<file path="src/rtl/mov_branch_ctrl.sv">
// Registered move/branch controller: owns the PC, issues register-file writes for moves,
// applies flag-conditioned PC-relative branches with a one-instruction squash, drives output pins.
//
// state     | meaning
// ----------+-----------------------------------------------------------
// ST_RUN    | normal issue: next valid instruction executes
// ST_SQUASH | branch taken last instruction: next valid instruction is discarded
module mov_branch_ctrl #(
    parameter int DATA_W = 8,
    parameter int ADDR_W = 2,
    parameter int PC_W   = 8
) (
    input  logic                  clk,
    input  logic                  rst,
    input  logic                  en,
    input  logic [2*ADDR_W-1:0]   addrs,
    input  logic [DATA_W-1:0]     src_data,
    input  logic [DATA_W-1:0]     offset_data,
    input  logic                  carry_flag,
    input  logic                  borrow_flag,
    output logic [PC_W-1:0]       pc,
    output logic                  wr_en,
    output logic [ADDR_W-1:0]     wr_addr,
    output logic [DATA_W-1:0]     wr_data,
    output logic                  branch_taken,
    output logic                  out_sel,
    output logic [DATA_W-1:0]     out_pins
);

    typedef enum logic {ST_RUN, ST_SQUASH} state_t;

    localparam logic [ADDR_W-1:0] K_UNCOND = '0;
    localparam logic [ADDR_W-1:0] K_CARRY  = ADDR_W'(1);
    localparam logic [ADDR_W-1:0] K_BORROW = ADDR_W'(2);
    localparam logic [ADDR_W-1:0] K_TOGGLE = '1;

    state_t              state_q, state_d;
    logic [PC_W-1:0]     pc_q, pc_d;
    logic                wr_en_q, wr_en_d;
    logic [ADDR_W-1:0]   wr_addr_q, wr_addr_d;
    logic [DATA_W-1:0]   wr_data_q, wr_data_d;
    logic                branch_taken_q, branch_taken_d;
    logic                out_sel_q, out_sel_d;
    logic [DATA_W-1:0]   out_pins_q, out_pins_d;

    logic [ADDR_W-1:0]   dst, src;
    logic [PC_W-1:0]     br_off, pc_inc, pc_br;
    logic                take;

    assign dst    = addrs[2*ADDR_W-1:ADDR_W];
    assign src    = addrs[ADDR_W-1:0];
    // Offset register is two's complement; size cast sign-extends or truncates to PC_W.
    assign br_off = PC_W'($signed(offset_data));
    assign pc_inc = pc_q + PC_W'(1);
    assign pc_br  = pc_q + br_off;

    always_ff @(posedge clk or posedge rst) begin
        if (rst) begin
            state_q        <= ST_RUN;
            pc_q           <= '0;
            wr_en_q        <= 1'b0;
            wr_addr_q      <= '0;
            wr_data_q      <= '0;
            branch_taken_q <= 1'b0;
            out_sel_q      <= 1'b0;
            out_pins_q     <= '0;
        end else begin
            state_q        <= state_d;
            pc_q           <= pc_d;
            wr_en_q        <= wr_en_d;
            wr_addr_q      <= wr_addr_d;
            wr_data_q      <= wr_data_d;
            branch_taken_q <= branch_taken_d;
            out_sel_q      <= out_sel_d;
            out_pins_q     <= out_pins_d;
        end
    end

    always_comb begin
        state_d        = state_q;
        pc_d           = pc_q;
        wr_en_d        = 1'b0;
        wr_addr_d      = wr_addr_q;
        wr_data_d      = wr_data_q;
        branch_taken_d = 1'b0;
        out_sel_d      = out_sel_q;
        take           = 1'b0;
        out_pins_d     = out_sel_q ? DATA_W'(pc_q) : offset_data;

        if (en) begin
            if (state_q == ST_SQUASH) begin
                state_d = ST_RUN;
            end else if (dst != src) begin
                wr_en_d   = 1'b1;
                wr_addr_d = dst;
                wr_data_d = src_data;
                pc_d      = pc_inc;
            end else begin
                if (src == K_UNCOND)
                    take = 1'b1;
                else if (src == K_CARRY)
                    take = carry_flag;
                else if (src == K_BORROW)
                    take = borrow_flag;

                if (src == K_TOGGLE)
                    out_sel_d = ~out_sel_q;

                if (take) begin
                    pc_d           = pc_br;
                    branch_taken_d = 1'b1;
                    state_d        = ST_SQUASH;
                end else begin
                    pc_d = pc_inc;
                end
            end
        end
    end

    assign pc           = pc_q;
    assign wr_en        = wr_en_q;
    assign wr_addr      = wr_addr_q;
    assign wr_data      = wr_data_q;
    assign branch_taken = branch_taken_q;
    assign out_sel      = out_sel_q;
    assign out_pins     = out_pins_q;

endmodule

</file>
<file path="config.mk">
export PLATFORM = sky130hd
export DESIGN_NAME = mov_branch_ctrl
export DESIGN_NICKNAME = d
export VERILOG_FILES = /design/src/rtl/mov_branch_ctrl.sv
export SDC_FILE = /design/constraint.sdc
export NUM_CORES = 1
export LEC_CHECK = 0
export ABC_CLOCK_PERIOD_IN_PS = 2400
export CORE_MARGIN = 1
export CORE_UTILIZATION = 46
export DETAILED_ROUTE_END_ITERATION = 12
export PLACE_DENSITY = 0.82
export SETUP_SLACK_MARGIN = 0.02
export SKIP_LAST_GASP = 1
export SLEW_MARGIN = 40
export SYNTH_ARGS = -nofsm -noshare
export SYNTH_HDL_FRONTEND = slang
export SYNTH_SLANG_ARGS = --single-unit
</file>
<file path="constraint.sdc">
create_clock -name clk -period 2.4 [get_ports clk]
set_input_delay 0.36 -clock clk [delete_from_list [all_inputs] [get_ports clk]]
set_output_delay 0.36 -clock clk [all_outputs]
set_load 0.01 [all_outputs]
</file>
==> impl_summary.txt <==
----------------------------------------------------
[Outcome]
  Outcome ... completed

[Worst hold path]
  Type of the worst min-delay path ... in -> async

[Cells and area]
  Most frequent standard cell in the layout excluding fill and tap cells ... sky130_fd_sc_hd__clkdlybuf4s50_1
  Final net count ... approximately 250
  Share of cells above drive strength 1 ... about an eighth
  Commonest cells after routing, fill and taps aside ... 53 x sky130_fd_sc_hd__clkdlybuf4s50_1, 30 x sky130_fd_sc_hd__dfrtp_1, 11 x sky130_fd_sc_hd__nor2_1, 9 x sky130_fd_sc_hd__mux2_1, 9 x sky130_fd_sc_hd__a21oi_1
  Layout Area Growth over Synthesis ... 39.9%
  Fill cell total of the finished layout ... 260
  Fin area ... 2330 µm²
  Number of diodes ... 0

[STA]
  Final count of pins violating max slew ... 0
  Max transition margin ... roughly two thirds
  Pin slew with the least headroom to its limit ... between 500 and 600 ps
  Final setup viols ... 0
  Setup TNS ... 0 ps
  Final period utilization ... between 80% and 90%
  Final number of hold-violating endpoints ... 0
  Final min period ... 2130 ps
  Maximum clock skew at final layout ... 10.1 ps
  Achievable frequency ... roughly 470 MHz
  Unrepaired setup endpoints after global routing ... false

[Critical path]
  Required time of the critical path ... 2630 ps
  Library cell contributing the largest single delay on the critical path ... sky130_fd_sc_hd__dfrtp_1
  Critical register-to-register path startpoint ... pc[2]$_DFFE_PP0P_
  Startpoint type of the worst setup path ... flip-flop
  Delay of the slowest cell on the worst path ... roughly 490 ps
  Register-to-register path setup slack ... approximately 270 ps
  CP arrival ... 2370 ps
  Path type of the worst setup path ... reg -> reg
  Reg-to-reg critical path endpoint ... pc[7]$_DFFE_PP0P_
  Cells along the critical path ... ha_1, and3_1, a221oi_2, a21oi_1, xnor2_1, o21ai_1, xor2_1
  Reg2reg path depth ... 7
  Maximum fanout along the worst path ... 10
  Category of the worst setup path capture point ... flip-flop

[Floorplanning]
  Horiz. Die Dim ... 62.1 µm
  Placement Rows ... 21
  Placeable core region ... around 3400 µm²
  Area of the die ... 3860 µm²
  I/O pin count ... 54
  Vertical die dimension ... 62.1 µm
  Starting density of the core ... slightly below 50%

[Pwr]
  Fraction of power spent switching nets ... 35.7%
  Register share of total power ... 35.5%
  P per Cell Area ... 1040 nW/µm²
  Net switching component of the power ... 0.869 mW
  Power Internal ... ~1.6 mW
  Clock group share of total power ... 16.4%
  Leakage ... 1.00 nW
  Maximum ir drop on the vdd rail ... between 500 and 600 µV
  Combinational share of power ... approximately half

[Synthesis]
  Post-synth EDFFs ... 0
  Async set-or-reset flop fraction in the synthesized netlist ... 100%
  Distinct cell type count of the synthesized netlist ... just over 40
  Average cell area after synthesis ... roughly 11 µm²
  Sequential-to-total area share from yosys stat ... 45.1%
  Post-synthesis net count ... 186
  Main synth FF type ... sky130_fd_sc_hd__dfrtp_1
  Number of instances in the synthesized netlist ... ~150
  Netlist Area Pre-Place ... 1660 µm²
  FF+latch count, synth ... 30
  Total of warnings raised by yosys ... 0

[Clock network]
  Cts-stage hold buffer count ... 0
  Clock latency on the worst-skew pair ... approximately 340 ps
  Setup bufs post-CTS ... 0
  Clock net sink count ... 30
  H-tree levels ... 2
  TritonCTS clock tree ... done
  Max Root-Sink Buffers ... 2
  Number of buffers added by the clock tree synthesis step ... 5
  Number of gates resized after cts ... 0
  Clock root buffer ... sky130_fd_sc_hd__clkbuf_4
  Clock slew seen by the registers of the worst setup and hold paths ... 100 ps

[Drt]
  WL/cell ... 14.7 µm
  Number of design-rule violations left by the first detailed-router iteration ... 42
  Via/cell ratio ... around 5.3
  Post-route antenna net violation count ... 0
  First drt pass iteration count ... 4
  DRC violation count after routing ... 0
  Via count ... 1370
  Total Routed Length ... ~3.8 mm

[GRT]
  Total routing usage reported by global routing ... 21.5%
  Number of antenna violations at the first check in global routing ... 0
  Total overflow reported by the global router ... 0
  Largest net degree at the start of global routing ... 31
  Number of global-route vias before repair ... 1409
  Global-route wire length before repair ... 6.44 mm

[Run]
  Max-capacitance violation count ... 0

[Placed design]
  Placed Area ... 2250 µm²
  # port buffers ... between 50 and 60
  Estimated wirelength of the detail-placed design ... 2.82 mm
  GP Congestion ... around 0.79

----------------------------------------------------
## metrics by stage
step | setup slack [ps] | power, mW | cells | hold slack, ps | utilization (%)
detailed placement | -68.1 | 2.03 | 251 | 474 | 66.4
CTS | 261 | 2.45 | 259 | 390 | 68.7
finish | 268 | 2.43 | 259 | 373 | 68.7
floorplan | 412 | 1.50 | 152 | 451 | -
global route | 111 | 2.59 | 259 | 434 | 68.7
global placement | 23.6 | 1.98 | 251 | 467 | 66.4
## worst max path at each step
stage | from | endpoint | slack, ps
2_1_floorplan | pc[0]$_DFFE_PP0P_ | pc[6]$_DFFE_PP0P_ | 410
3_3_place_gp | offset_data[0] | pc[6]$_DFFE_PP0P_ | 20
3_5_place_dp | offset_data[2] | pc[7]$_DFFE_PP0P_ | -70
4_1_cts | pc[2]$_DFFE_PP0P_ | pc[7]$_DFFE_PP0P_ | 260
5_1_grt | pc[2]$_DFFE_PP0P_ | pc[7]$_DFFE_PP0P_ | 110
6_report | pc[2]$_DFFE_PP0P_ | pc[7]$_DFFE_PP0P_ | 270
## power groups by stage
stage	Combinational (mW)	Clock (mW)	Sequential [mW]
global placement	1.13	0	0.854
CTS	1.18	0.412	0.860
global route	1.27	0.434	0.887
floorplan	0.622	0	0.880
finish	1.17	0.400	0.862
detailed placement	1.17	0	0.865
## critical path: cells and delay by family (launching register included)
kind,cells,cell delay [ps]
compound gates,3,610
flops,1,490
fa+ha+maj,1,380
xor+xnor,2,340
simple gates,1,210
## cell families after synthesis
group                      Yosys count  synth area share, %
DFF                                 30                 45.1
AOI/OAI and AO/OA                   39                 16.2
muxes                               17                 11.5
xor gates and xnor gates             7                 3.68
adders and majority gates            9                 7.22
buffers and inverters               12                 3.91
and+or+nand+nor                     38                 12.3
## per-layer routing
| metal | vias to the layer above | routed length (µm) | global-route usage (%) |
|---|---|---|---|
| li1 | 662 | - | - |
| met2 | 52 | 1930 | 36.7 |
| met5 | - | 0 | 0 |
| met1 | 647 | 1510 | 24.0 |
| met4 | 0 | 77 | 9.30 |
| met3 | 9 | 278 | 7.72 |
## final cells by class
class,instances,area (µm²),share of cell area [%]
multi-input cells,110,848,36.4
flip-flops and latches,30,751,32.2
repair buffers,58,568,24.4
well taps,46,57.6,2.47
clock inverters,3,40.0,1.72
clock buffers,5,37.5,1.61
inverters,7,26.3,1.13
## synth_stat cells, types with 2 or more instances
master                      n  share of area, %
sky130_fd_sc_hd__o21a_1     2              0.90
sky130_fd_sc_hd__ha_1       8               6.0
sky130_fd_sc_hd__nand2_1    5               1.1
sky130_fd_sc_hd__nor2_1    11               2.5
sky130_fd_sc_hd__o22ai_1    2              0.75
sky130_fd_sc_hd__mux2_1     9               6.1
sky130_fd_sc_hd__xnor2_1    4               2.1
sky130_fd_sc_hd__buf_6      2               1.4
sky130_fd_sc_hd__o21ai_1    5               1.5
sky130_fd_sc_hd__dfrtp_1   30                45
sky130_fd_sc_hd__or2b_1     2              0.90
sky130_fd_sc_hd__inv_1      6               1.4
sky130_fd_sc_hd__or3_1      2              0.75
sky130_fd_sc_hd__nand2b_1   2              0.75
sky130_fd_sc_hd__and2b_1    2              0.90
sky130_fd_sc_hd__and2_1     2              0.75
sky130_fd_sc_hd__mux2_2     8               5.4
sky130_fd_sc_hd__o21ai_0    8               2.4
sky130_fd_sc_hd__xor2_1     3               1.6
sky130_fd_sc_hd__nand3_1    5               1.5
sky130_fd_sc_hd__a211oi_1   2              0.90
sky130_fd_sc_hd__nand4_1    2              0.75
sky130_fd_sc_hd__a21o_1     4               1.8
sky130_fd_sc_hd__a21oi_1    9               2.7
## registers in the layout, summed over array words and instances (netlist names)
signal        flops
wr_data           8
out_sel           1
state_q           1
pc                8
out_pins          8
wr_addr           2
branch_taken      1
wr_en             1
Power figures use the tool's default switching activity.
